$ cat config.mk
export PLATFORM = sky130hd
export DESIGN_NAME = spi_adc_scanner
export DESIGN_NICKNAME = d
export VERILOG_FILES = /design/src/rtl/spi_adc_scanner.sv
export SDC_FILE = /design/constraint.sdc
export NUM_CORES = 1
export LEC_CHECK = 0
export ABC_AREA = 1
export CORE_MARGIN = 10
export CORE_UTILIZATION = 40
export CTS_BUF_LIST = sky130_fd_sc_hd__clkbuf_2 sky130_fd_sc_hd__clkbuf_4 sky130_fd_sc_hd__clkbuf_8
export CTS_CLUSTER_SIZE = 16
export DETAILED_ROUTE_END_ITERATION = 8
export SLEW_MARGIN = 20
export SYNTH_ARGS = -nofsm -noshare
export SYNTH_HDL_FRONTEND = slang
export SYNTH_SLANG_ARGS = --single-unit
$ cat constraint.sdc
create_clock -name clk -period 2.4 [get_ports clk]
set_input_delay 0.48 -clock clk [delete_from_list [all_inputs] [get_ports clk]]
set_output_delay 0.48 -clock clk [all_outputs]
set_load 0.1 [all_outputs]
$ cat src/rtl/spi_adc_scanner.sv
// rtl/spi_adc_scanner.sv - multi-channel SPI controller for MCP3208-class ADCs with per-channel result bank
//
// Scans channels 0..NUM_CH-1 (mode=0) or converts one clamped channel sel_ch (mode=1).
// Conversions can be single-ended or differential. The latest result for each channel is kept in a bank.
//
// Ports:
//   clk, reset       rising-edge clock, asynchronous active-low reset
//   enable           run frames back to back while high
//   mode, sel_ch     0 = scan, 1 = single channel sel_ch (clamped to NUM_CH-1)
//   diff             1 = differential conversion (SGL/DIFF command bit sent as 0)
//   MISO/MOSI/SCK/CS SPI pins: SPI mode 0, CS active-low
//   busy             high whenever the FSM is not idle
//   data_valid       one-cycle strobe; data/data_ch carry the new result
//   rd_ch, rd_data   combinational bank read port (0 for rd_ch >= NUM_CH)
//
// Optional build macro SPI_AVG_EN:
//   Each channel averages 2^AVG_LOG2 frames before it updates the bank and strobes.
`timescale 1ns/1ps
module spi_adc_scanner #(
    parameter int NUM_CH   = 4,
    parameter int DATA_W   = 12,
    parameter int CLK_DIV  = 4,
    parameter int CS_GAP   = 8,
    parameter int AVG_LOG2 = 2
) (
    input  logic              clk,
    input  logic              reset,
    input  logic              enable,
    input  logic              mode,
    input  logic [2:0]        sel_ch,
    input  logic              diff,
    input  logic              MISO,
    output logic              MOSI,
    output logic              SCK,
    output logic              CS,
    output logic              busy,
    output logic              data_valid,
    output logic [2:0]        data_ch,
    output logic [DATA_W-1:0] data,
    input  logic [2:0]        rd_ch,
    output logic [DATA_W-1:0] rd_data
);

    // Frame bits: 5 command bits, a sample bit, a null bit, then DATA_W data bits.
    localparam int NBITS   = DATA_W + 7;
    localparam int BIT_W   = $clog2(NBITS + 1);
    localparam int CNT_MAX = (CLK_DIV > CS_GAP) ? CLK_DIV : CS_GAP;
    localparam int CNT_W   = $clog2(CNT_MAX + 1);

    localparam logic [CNT_W-1:0] DIV_LAST  = CNT_W'(CLK_DIV - 1);
    localparam logic [CNT_W-1:0] GAP_LAST  = CNT_W'(CS_GAP - 1);
    localparam logic [BIT_W-1:0] BIT_LAST  = BIT_W'(NBITS - 1);
    localparam logic [BIT_W-1:0] BIT_DATA0 = BIT_W'(7);
    localparam logic [2:0]       CH_LAST   = 3'(NUM_CH - 1);

    if (NUM_CH < 1 || NUM_CH > 8 || DATA_W < 2 || CLK_DIV < 2 || CS_GAP < 1 || AVG_LOG2 < 1) begin : g_bad_params
        $error("spi_adc_scanner: parameter out of range");
    end

    typedef enum logic [2:0] {
        S_IDLE,
        S_SETUP,
        S_SHIFT,
        S_HOLD,
        S_GAP
    } state_t;

    state_t             state_q, state_d;
    logic [CNT_W-1:0]   div_q, div_d;
    logic [BIT_W-1:0]   bit_q, bit_d;
    logic               phase_q, phase_d;   // 1 = SCK high half of the current bit

    logic               latch;              // capture mode/diff/channel for a new frame
    logic               sample;             // shift MISO into the data word
    logic               frame_done;         // HOLD exit

    logic               mode_q, diff_q;
    logic [2:0]         ch_q, scan_q, next_ch;
    logic [DATA_W-1:0]  shift_q;
    logic [DATA_W-1:0]  bank_q [8];
    logic [DATA_W-1:0]  data_q;
    logic [2:0]         data_ch_q;
    logic               data_valid_q;

    logic               commit;             // this frame publishes a result
    logic [DATA_W-1:0]  result;
    logic [BIT_W-1:0]   mosi_idx;

    always_ff @(posedge clk or negedge reset) begin
        if (!reset) begin
            state_q <= S_IDLE;
            div_q   <= '0;
            bit_q   <= '0;
            phase_q <= 1'b0;
        end else begin
            state_q <= state_d;
            div_q   <= div_d;
            bit_q   <= bit_d;
            phase_q <= phase_d;
        end
    end

    // SETUP is the low half ahead of bit 0. In SHIFT, each bit is a high half and then a low half.
    // During that low half MOSI already shows the next bit.
    always_comb begin
        state_d    = state_q;
        div_d      = div_q;
        bit_d      = bit_q;
        phase_d    = phase_q;
        latch      = 1'b0;
        sample     = 1'b0;
        frame_done = 1'b0;
        unique case (state_q)
            S_IDLE: begin
                if (enable) begin
                    latch   = 1'b1;
                    state_d = S_SETUP;
                    div_d   = '0;
                end
            end
            S_SETUP: begin
                if (div_q == DIV_LAST) begin
                    state_d = S_SHIFT;
                    div_d   = '0;
                    bit_d   = '0;
                    phase_d = 1'b1;
                end else begin
                    div_d = div_q + CNT_W'(1);
                end
            end
            S_SHIFT: begin
                // Sample in the first clk cycle of the SCK high half.
                sample = phase_q && (div_q == '0) && (bit_q >= BIT_DATA0);
                if (div_q == DIV_LAST) begin
                    div_d = '0;
                    if (phase_q) begin
                        phase_d = 1'b0;
                    end else if (bit_q == BIT_LAST) begin
                        state_d = S_HOLD;
                    end else begin
                        bit_d   = bit_q + BIT_W'(1);
                        phase_d = 1'b1;
                    end
                end else begin
                    div_d = div_q + CNT_W'(1);
                end
            end
            S_HOLD: begin
                if (div_q == DIV_LAST) begin
                    frame_done = 1'b1;
                    state_d    = S_GAP;
                    div_d      = '0;
                end else begin
                    div_d = div_q + CNT_W'(1);
                end
            end
            S_GAP: begin
                if (div_q == GAP_LAST) begin
                    div_d = '0;
                    if (enable) begin
                        latch   = 1'b1;
                        state_d = S_SETUP;
                    end else begin
                        state_d = S_IDLE;
                    end
                end else begin
                    div_d = div_q + CNT_W'(1);
                end
            end
            default: state_d = S_IDLE;
        endcase
    end

    always_comb begin
        if (mode) begin
            next_ch = (int'(sel_ch) >= NUM_CH) ? CH_LAST : sel_ch;
        end else begin
            next_ch = scan_q;
        end
    end

`ifdef SPI_AVG_EN
    localparam int ACC_W = DATA_W + AVG_LOG2;

    logic [ACC_W-1:0]    acc_q [8];
    logic [AVG_LOG2-1:0] cnt_q [8];
    logic [ACC_W-1:0]    acc_sum;
    logic                avg_clear;

    always_comb begin
        acc_sum   = acc_q[ch_q] + ACC_W'(shift_q);
        commit    = (cnt_q[ch_q] == '1);
        result    = acc_sum[ACC_W-1:AVG_LOG2];
        avg_clear = latch && ((mode != mode_q) || (diff != diff_q));
    end

    always_ff @(posedge clk or negedge reset) begin
        if (!reset) begin
            for (int i = 0; i < 8; i++) begin
                acc_q[i] <= '0;
                cnt_q[i] <= '0;
            end
        end else if (avg_clear) begin
            for (int i = 0; i < 8; i++) begin
                acc_q[i] <= '0;
                cnt_q[i] <= '0;
            end
        end else if (frame_done) begin
            if (commit) begin
                acc_q[ch_q] <= '0;
                cnt_q[ch_q] <= '0;
            end else begin
                acc_q[ch_q] <= acc_sum;
                cnt_q[ch_q] <= cnt_q[ch_q] + AVG_LOG2'(1);
            end
        end
    end
`else
    always_comb begin
        commit = 1'b1;
        result = shift_q;
    end
`endif

    always_ff @(posedge clk or negedge reset) begin
        if (!reset) begin
            mode_q       <= 1'b0;
            diff_q       <= 1'b0;
            ch_q         <= '0;
            scan_q       <= '0;
            shift_q      <= '0;
            data_q       <= '0;
            data_ch_q    <= '0;
            data_valid_q <= 1'b0;
            for (int i = 0; i < 8; i++) begin
                bank_q[i] <= '0;
            end
        end else begin
            data_valid_q <= 1'b0;
            if (latch) begin
                mode_q  <= mode;
                diff_q  <= diff;
                ch_q    <= next_ch;
                shift_q <= '0;
            end
            if (sample) begin
                shift_q <= {shift_q[DATA_W-2:0], MISO};
            end
            if (frame_done) begin
                if (!mode_q) begin
                    scan_q <= (ch_q >= CH_LAST) ? 3'd0 : ch_q + 3'd1;
                end
                if (commit) begin
                    bank_q[ch_q] <= result;
                    data_q       <= result;
                    data_ch_q    <= ch_q;
                    data_valid_q <= 1'b1;
                end
            end
        end
    end

    // Command bits b0..b4 = start, SGL/DIFF, D2, D1, D0. All later bits are 0.
    always_comb begin
        MOSI     = 1'b0;
        mosi_idx = phase_q ? bit_q : bit_q + BIT_W'(1);
        if (state_q == S_SETUP) begin
            MOSI = 1'b1;
        end else if (state_q == S_SHIFT) begin
            case (mosi_idx)
                BIT_W'(0): MOSI = 1'b1;
                BIT_W'(1): MOSI = ~diff_q;
                BIT_W'(2): MOSI = ch_q[2];
                BIT_W'(3): MOSI = ch_q[1];
                BIT_W'(4): MOSI = ch_q[0];
                default:   MOSI = 1'b0;
            endcase
        end
    end

    always_comb begin
        rd_data = '0;
        if (int'(rd_ch) < NUM_CH) begin
            rd_data = bank_q[rd_ch];
        end
    end

    assign CS         = !((state_q == S_SETUP) || (state_q == S_SHIFT) || (state_q == S_HOLD));
    assign SCK        = (state_q == S_SHIFT) && phase_q;
    assign busy       = (state_q != S_IDLE);
    assign data_valid = data_valid_q;
    assign data_ch    = data_ch_q;
    assign data       = data_q;

endmodule

# Yosys cells after proc, flatten, opt, wreduce, memory -nomap -nowiden
# Index checks and enable logic that the tools add are counted.
totals:
  ff_bits: 145
  inputBits: 12
  output_inout_bits: 32
  word_cells: 119
op_classes:
  add_sub_neg: 3
  order_cmp: 7
  eq_ne: 19
  n_mux: 46
  bitwise: 4
  n_reduce_logical: 20
op_table:
  columns: ["cell", "n"]
  rows:
  - ["96-bit bitwise mux", 1]
  - ["12-bit 2-to-1 mux", 6]
  - ["12-bit binary-select mux with 3-bit select", 1]
  - ["12-bit demux with 3-bit select", 1]
  - ["3-bit 2-to-1 mux", 10]
  - ["5-bit 2-to-1 mux", 5]
  - ["2-bit != test (second input constant)", 8]
  - ["3-bit one-hot mux with 5 select lines", 1]
  - ["1-bit 2-to-1 mux", 13]
  - ["4-bit 2-to-1 mux", 3]
  - ["4-bit one-hot mux with 3 select lines", 1]
  - ["5-bit by 2-bit == test with 1-bit output (second input constant)", 2]
  - ["5-bit one-hot mux with 2 select lines", 1]
  - ["4-bit >= comparator (second input constant)", 2]
  - ["3-bit inverter with 4-bit output", 2]
  - ["7-bit AND reduction", 1]
  - ["3-bit by 2-bit == test with 1-bit output (second input constant)", 2]
  - ["3-bit nonzero test", 2]
  - ["5-bit by 1-bit adder with 5-bit output (second input constant)", 1]
  - ["5-bit by 1-bit == test with 1-bit output (second input constant)", 1]
  - ["5-bit by 3-bit == test with 1-bit output (second input constant)", 1]
  - ["5-bit == test (second input constant)", 1]
  - ["5-bit by 3-bit >= comparator with 1-bit output (second input constant)", 1]
  - ["5-bit logical NOT", 1]
  - ["23 further kinds", 31]

# Longest topological paths before layout
# Gate-level depths: netlist of run 1.
logic_depth:
  depth_word: 6
  mapped_depth: 10
  ltp_nobuf: 10

# Worst setup path after synthesis of run 1
# No wires, ideal clock.
synth_path:
  path_type: "input to output"
  from: "input port rd_ch[0]"
  to: "output port rd_data[0]"
  arrival_time_ns: 2.595
  t_required_ns: 1.920
  setup_slack_ns: -0.675
  stages: 6
  n_path_buf: 2
  path_cell_list: "clkbuf_1 buf_2 nor2_1 nor2_1 o21ai_0 a21oi_1"
synth_between:
  elab_chain_len: 5
  elab_cells_between_ends: 6
  classes_between: "order compare (1); mux (4); bitwise (1)"
synth_lines:
  columns: ["element", "line_no", "text"]
  rows:
  - ["from (decl)", "40", "input logic [2:0] rd_ch,"]
  - ["3-bit inverter with 4-bit output (implied by the code)", "284", "rd_data = bank_q[rd_ch];"]
  - ["12-bit binary-select mux with 3-bit select", "284", null]
  - ["12-bit 2-to-1 mux (implied by the code) (2 in a row)", "284", null]
  - ["12-bit 2-to-1 mux (*)", "283", "if (int'(rd_ch) < NUM_CH) begin"]
  - ["to (decl)", "41", "output logic [DATA_W-1:0] rd_data"]
# Every way passes the cells marked *; elsewhere a longest branch is shown, timed or not. The select of a mux whose other input is x is not followed.

# Worst setup path in the final report of run 1
layout_path:
  from: "register bit_q[0]"
  to: "output port MOSI"
layout_between:
  elab_chain_len: 6
  elab_cells_between_ends: 10
  classes_between: "add/sub (1); eq/ne (4); mux (4); reduce/logical (1)"
layout_lines:
  columns: ["element", "line_no", "text"]
  rows:
  - ["from (decl)", "70", "logic [BIT_W-1:0] bit_q, bit_d;"]
  - ["from (signal assigned)", "98", "bit_q <= bit_d;"]
  - ["5-bit by 1-bit adder with 5-bit output", "266", "mosi_idx = phase_q ? bit_q : bit_q + BIT_W'(1);"]
  - ["5-bit 2-to-1 mux (*)", "266", null]
  - ["5-bit by 3-bit == test with 1-bit output, or another cell as far along", "270", "case (mosi_idx)"]
  - ["1-bit one-hot mux with 5 select lines (*)", "270", null]
  - ["1-bit 2-to-1 mux (*)", "269", "end else if (state_q == S_SHIFT) begin"]
  - ["1-bit 2-to-1 mux (*)", "267", "if (state_q == S_SETUP) begin"]
  - ["to (decl)", "33", "output logic MOSI,"]
# Every way passes the cells marked *; elsewhere a longest branch is shown, timed or not.

==> results of run 1 <==
worst min-delay path by stage:
stage	slack [ns]	cells after the start	start	to
after global routing	0.12	1	reset	data_ch[0]
after global placement	0.47	2	bank_q[54]	bank_q[54]
after CTS	0.1	1	reset	data_ch[2]
final	0.08	1	reset	scan_q[0]
after detailed placement	0.47	2	bank_q[57]	bank_q[57]
after floorplan	0.18	0	reset	bank_q[48]
area by class of cell:
| class | instances | area (um^2) |
|---|---|---|
| clock buffer | 10 | 138 |
| clock inverter | 6 | 42.5 |
| fill | 1015 | 5200 |
| inverter | 42 | 158 |
| multi-input combinational | 367 | 1960 |
| sequential | 97 | 2430 |
| tap | 140 | 175 |
| timing repair buffer | 77 | 827 |
timing repair:
item / in CTS / in global routing
hold endpoints to repair: 0 / 0
cloned: 1 / 0
gates resized for setup: 7 / 9
hold buffers: 0 / 0
setup endpoints to repair: 10 / 1
setup buffers: 2 / 2
pin swaps: 0 / 6
worst reg2reg max path: stages (launching register included):
cell and delay, ns:
dfrtp_1 0.39, ha_1 0.25, nand3_2 0.19, nor2_8 0.22
nand3_2 0.47, nand2_1 0.20, o21ai_1 0.08
sequential cells by signal, indices dropped and copies added (netlist names), 4 cells and up:
name	cells
data	12
result	12
bank_q	48
div_q	4
bit_q	5
Yosys cell counts:
library cell / instances / area [um^2]
nand3_2: 5 / 50.1
nand4_4: 2 / 42.5
buf_6: 2 / 22.5
nand3b_1: 2 / 15.0
o22ai_1: 1 / 6.26
or2_2: 1 / 6.26
a21oi_4: 1 / 16.3
o21ai_1: 74 / 370
nor2_8: 1 / 20.0
xor2_1: 1 / 8.76
a21o_1: 1 / 7.51
a21oi_1: 14 / 70.1
nand2_2: 3 / 18.8
clkbuf_1: 5 / 18.8
o2bb2ai_1: 1 / 8.76
nand4_1: 3 / 18.8
dfrtp_1: 97 / 2430
a22oi_1: 1 / 7.51
ha_1: 6 / 75.1
inv_1: 37 / 139
buf_2: 15 / 75.1
buf_1: 1 / 3.75
nor2_2: 3 / 18.8
o21a_1: 1 / 7.51
nor2_1: 54 / 203
nand3_1: 29 / 145
o21ai_0: 49 / 245
nand2_1: 114 / 428
inv_2: 5 / 18.8
report_power, final:
part | total (uW) | switching (uW) | internal (uW)
Combinational | 283 | 173 | 110
Sequential | 1630 | 0 | 1630
Clock | 995 | 588 | 407
Total | 2910 | 761 | 2150
per-layer routing:
layer	up-vias	routed length [um]
li1	1875	-
met1	1712	5020
met2	88	4940
met3	14	589
met4	0	113
met5	-	0
through the flow:
| stage | instance area, um^2 | hold WS [ns] | worst slack, ns | power [uW] | util (%) |
|---|---|---|---|---|---|
| 5_1_grt | 5730 | 0.117 | -0.0688 | 3030 | 52.4 |
| 4_1_cts | 5680 | 0.0997 | -0.0110 | 2950 | 51.9 |
| 3_5_place_dp | 5450 | 0.473 | -0.0643 | 1940 | 49.8 |
| 2_1_floorplan | 4630 | 0.184 | 0.116 | 1800 | - |
| 6_report | 5730 | 0.0843 | 0.0252 | 2910 | 52.4 |
| 3_3_place_gp | 5450 | 0.466 | -0.0401 | 1940 | 49.8 |
cell families (layout without fill, tap and decap cells):
group / after synthesis / in the layout
adder cells (fa/ha/maj): 6 / 6
buffers and inverters: 65 / 135
flip-flops: 97 / 97
AO/OA/AOI/OAI: 143 / 143
XOR/XNOR: 1 / 1
AND/OR/NAND/NOR: 217 / 217
==> impl_metrics.json, run 1 <==
{
  "max_freq_mhz": 421,
  "maxCapViolCount": 0,
  "reg2reg_from": "div_q[0]",
  "relSlewSlack_pct": 62.8,
  "power.density_nw_per_um2": 508,
  "cts_tree": "yes",
  "row_count": 38,
  "clkTransAtPathRegs_ns": 0.09,
  "path_class": "register to output port",
  "yosys_warnings": 0,
  "rsz0062_at_grt": "true",
  "synthMuxAreaShare_pct": 0,
  "avgSynthCellArea_um2": 8.50,
  "synth_seq_cells": 97,
  "met1_usage_pct": 18.0,
  "cp_num_buf_inv": 2,
  "layout_common_cells": "nand2_1, dfrtp_1, o21ai_1",
  "first_global_vias": 3563,
  "synth_compound_area_share_pct": 16.5,
  "final_common_cell": "nand2_1",
  "gr-max-usage-layer": "met2",
  "clock_path_buffers": 2,
  "reg2reg_depth": 6,
  "synth-seq-area-share_pct": 54.0,
  "grt_use_met3_pct": 3.78,
  "synth_fp_nets": 547,
  "area_delta_synth_final_pct": 27.5,
  "path_max_fanout": 3,
  "path_delay_family": "simple AND/OR/NAND/NOR gates",
  "fin_crit_sh_pct": 98.9,
  "syn_inst": 529,
  "fin_setup_tns_ns": 0,
  "p_leak_uw": 0.00277,
  "fin_crit_ns": 2.37,
  "cp_num_cells": 9,
  "synth_cell_type_count": 29,
  "drt-total-wl_um": 10700,
  "globalRouteMet2Util_pct": 20.2,
  "synthAdderAreaFrac_pct": 1.67,
  "cts_buffers": 9,
  "synth_top_family_by_area": "simple AND/OR/NAND/NOR gates",
  "antenna_found_initial": 0,
  "grt_pass1_wl_um": 17800,
  "vdd_drop_max_mv": 0.254,
  "cp_slowest_stage_delay_ns": 0.41,
  "vias": 3689,
  "critPathSlowestCell": "dfrtp_1",
  "synth_xor_area_share_pct": 0.195,
  "dp.cells": 718,
  "antenna_cells": 0,
  "die_area_um2": 15900,
  "cts_root_buffer": "clkbuf_8",
  "drc_errors": 0,
  "drtIter0Drc": 239,
  "crit_end": "MOSI",
  "io_buffer_count": 43,
  "hold_viol_final": 0,
  "htreeDepth": 3,
  "setup_viol": 0,
  "die_h_um": 126,
  "cp-end-kind": "output port",
  "tightest_slew_ns": 0.558,
  "dr.pass1.iters": 5,
  "slew_viol_final": 0,
  "cp.required_ns": 1.92,
  "hold_class": "input port to async pin",
  "cp-startpoint": "bit_q[0]",
  "crit_chain": "inv_2 -> ha_4 -> nand2_2 -> nand2_2 -> nand3_2 -> a21oi_2 -> nand3_2 -> nand2_2 -> buf_12",
  "antenna_left": 0,
  "final_cells": 739,
  "outcome": "finished, final reports clean",
  "grt_max_degree": 58,
  "gp_congestion": 0.882,
  "syn_area_um2": 4490,
  "synthSimpleGateAreaFrac_pct": 21.5,
  "clock_skew_ns": 0.00894,
  "coreArea_um2": 10900,
  "reg2reg_slack_ns": 0.47,
  "num-nets-final": 612,
  "worstPathArrival_ns": 1.89,
  "final_layout_size_suffix_gt1_share_pct": 21.4,
  "initial_utilization_pct": 41.1,
  "critPathMostFrequentCell": "nand2_2",
  "insertion_delay_ns": 0.37,
  "r2r-end": "bank_q[76]",
  "ios": 44,
  "overflow": 0,
  "hpwl_um": 7270,
  "viasPerCell": 4.99,
  "clock_sinks": 97,
  "die_w_um": 126,
  "grt_usage_pct": 13.3,
  "critPathLaunchType": "register",
  "post_drt_wl_per_cell_um": 14.4
}
(Power assumes the default switching activity.)
==> inputs of run 2 (changes only) <==
--- a/config.mk
+++ b/config.mk
@@ -6,6 +6,7 @@
 export NUM_CORES = 1
 export LEC_CHECK = 0
 export ABC_AREA = 1
+export CORE_ASPECT_RATIO = 1.25
 export CORE_MARGIN = 10
 export CORE_UTILIZATION = 40
 export CTS_BUF_LIST = sky130_fd_sc_hd__clkbuf_2 sky130_fd_sc_hd__clkbuf_4 sky130_fd_sc_hd__clkbuf_8
==> constraint.sdc (replaced) <==
create_clock -name clk -period 2.4 [get_ports clk]
set_input_delay 0.24 -clock clk [delete_from_list [all_inputs] [get_ports clk]]
set_output_delay 0.24 -clock clk [all_outputs]
set_load 0.1 [all_outputs]
==> impl_metrics.json, run 2 (synthesis results as in run 1) <==
{
  "clkTransAtPathRegs_ns": 0.10,
  "power.total_uw": 2970,
  "fin_ws_ns": 0.185,
  "area_delta_synth_final_pct": 19.2,
  "final_layout_size_suffix_gt1_share_pct": 15.4,
  "post-cts-setup-buffers": 0,
  "cts_tree": "yes",
  "r2r-end": "bank_q[95]",
  "final_common_cell": "nand2_1",
  "grt_usage_pct": 14.1,
  "p_leak_uw": 0.00262,
  "num-nets-final": 583,
  "setup_viol": 0,
  "largest_register_ffs": 48,
  "top_register": "bank_q",
  "slew_viol_final": 0,
  "hpwl_um": 7750,
  "overflow": 0,
  "fin_crit_sh_pct": 92.3,
  "worstPathArrival_ns": 1.97,
  "die_area_um2": 15900,
  "crit_chain": "ha_1 -> nand2_1 -> o21ai_0 -> nand3_1 -> nand2_1 -> nand3_1 -> nand2_2 -> buf_12",
  "drc_errors": 0,
  "clock_path_buffers": 2,
  "io_buffer_count": 43,
  "clock_sinks": 97,
  "post-place-ws_ns": 0.409,
  "antenna_found_initial": 0,
  "initial_utilization_pct": 40.7,
  "critPathLaunchType": "register",
  "reg2reg_from": "div_q[0]",
  "clock_skew_ns": 0.0102,
  "drtIter0Drc": 173,
  "cp-startpoint": "bit_q[1]",
  "cts_buffers": 9,
  "relSlewSlack_pct": 62.6,
  "fin_crit_ns": 2.21,
  "grt_max_degree": 57,
  "fillers": 1067,
  "vias": 3585,
  "first_global_vias": 3677,
  "viasPerCell": 5.09,
  "fin_setup_tns_ns": 0,
  "path_max_fanout": 6,
  "crit_end": "MOSI",
  "htreeDepth": 3,
  "die_h_um": 139,
  "coreArea_um2": 11000,
  "insertion_delay_ns": 0.37,
  "critPathSlowestCell": "dfrtp_1",
  "cp-end-kind": "output port",
  "tightest_slew_ns": 0.560,
  "cts_root_buffer": "clkbuf_8",
  "cp_slowest_stage_delay_ns": 0.46,
  "row_count": 43,
  "ios": 44,
  "outcome": "finished, final reports clean",
  "post_drt_wl_per_cell_um": 15.4,
  "gp_congestion": 0.806,
  "hold_class": "input port to async pin",
  "drt-total-wl_um": 10900,
  "maxCapViolCount": 0,
  "reg2reg_slack_ns": 0.51,
  "power.density_nw_per_um2": 555,
  "grt_pass1_wl_um": 18300,
  "antenna_left": 0,
  "max_freq_mhz": 452,
  "reg2reg_depth": 6,
  "cp.required_ns": 2.16,
  "hold_viol_final": 0,
  "path_class": "register to output port",
  "die_w_um": 115,
  "dr.pass1.iters": 4,
  "vdd_drop_max_mv": 0.254,
  "rsz0062_at_grt": "false",
  "layout_common_cells": "nand2_1, dfrtp_1, o21ai_1",
  "antenna_cells": 0
}
-- run 2: changes by cell type in the layout (fill, tap and decap cells not counted), sizes merged --
cell           previous run  this run
dlygate4sd3               0         1
bufinv                    0         1
clkdlybuf4s50             9        10
clkinvlp                  2         1
buf                      66        37
bufbuf                    1         0
dlygate4sd2               1         0
-- run 2: cell type report --
| cell class | count | area [um^2] | share of cell area [%] |
|---|---|---|---|
| timing repair buffer | 48 | 563 | 10.5 |
| tap | 135 | 169 | 3.15 |
| clock buffer | 10 | 138 | 2.57 |
| clock inverter | 6 | 65.1 | 1.21 |
| sequential | 97 | 2430 | 45.3 |
| inverter | 42 | 158 | 2.94 |
| multi-input combinational | 367 | 1840 | 34.3 |
-- run 2: report_power, final --
part	internal [uW]	total, uW	switching [uW]
logic	77.7	236	158
clock network	513	1100	591
registers	1630	1630	0
total	2220	2970	750
-- run 2: worst max-delay path: cells and delay by family, from the launching register on --
kind	cells	cell delay, ns
flip-flops	1	0.46
adder cells (fa/ha/maj)	1	0.23
AO/OA/AOI/OAI	1	0.23
AND/OR/NAND/NOR	5	0.52
buffers and inverters	1	0.17
-- run 2: per-stage QoR --
step	hold WS, ns	utilization [%]	cell area [um^2]	cells
after detailed placement	0.273	46.6	5140	688
after floorplan	-0.0556	-	4540	529
final	0.404	48.6	5360	705
after CTS	0.423	48.5	5350	705
after global routing	0.443	48.6	5360	705
after global placement	0.266	46.6	5140	688
-- run 2: repair_timing --
item                       CTS  global route
gates resized for setup      0             2
setup endpoints to repair    0             1
hold endpoints to repair    41             0
hold buffers                 1             0
-- run 2: how the worst min path moves through the flow --
stage,start,end,slack [ns]
after floorplan,reset,bank_q[48],-0.06
after global placement,reset,bank_q[85],0.27
after detailed placement,reset,bank_q[85],0.27
after CTS,reset,bank_q[85],0.42
after global routing,diff,diff_q,0.44
final,reset,bank_q[85],0.40
-- run 2: routing by layer --
layer	GRT usage [%]	vias to the layer above	share of wire [%]
met2	23.1	61	50
met3	3.72	9	3.9
li1	-	1820	-
met4	3.79	0	1.1
met5	0	-	0
met1	17.8	1695	45
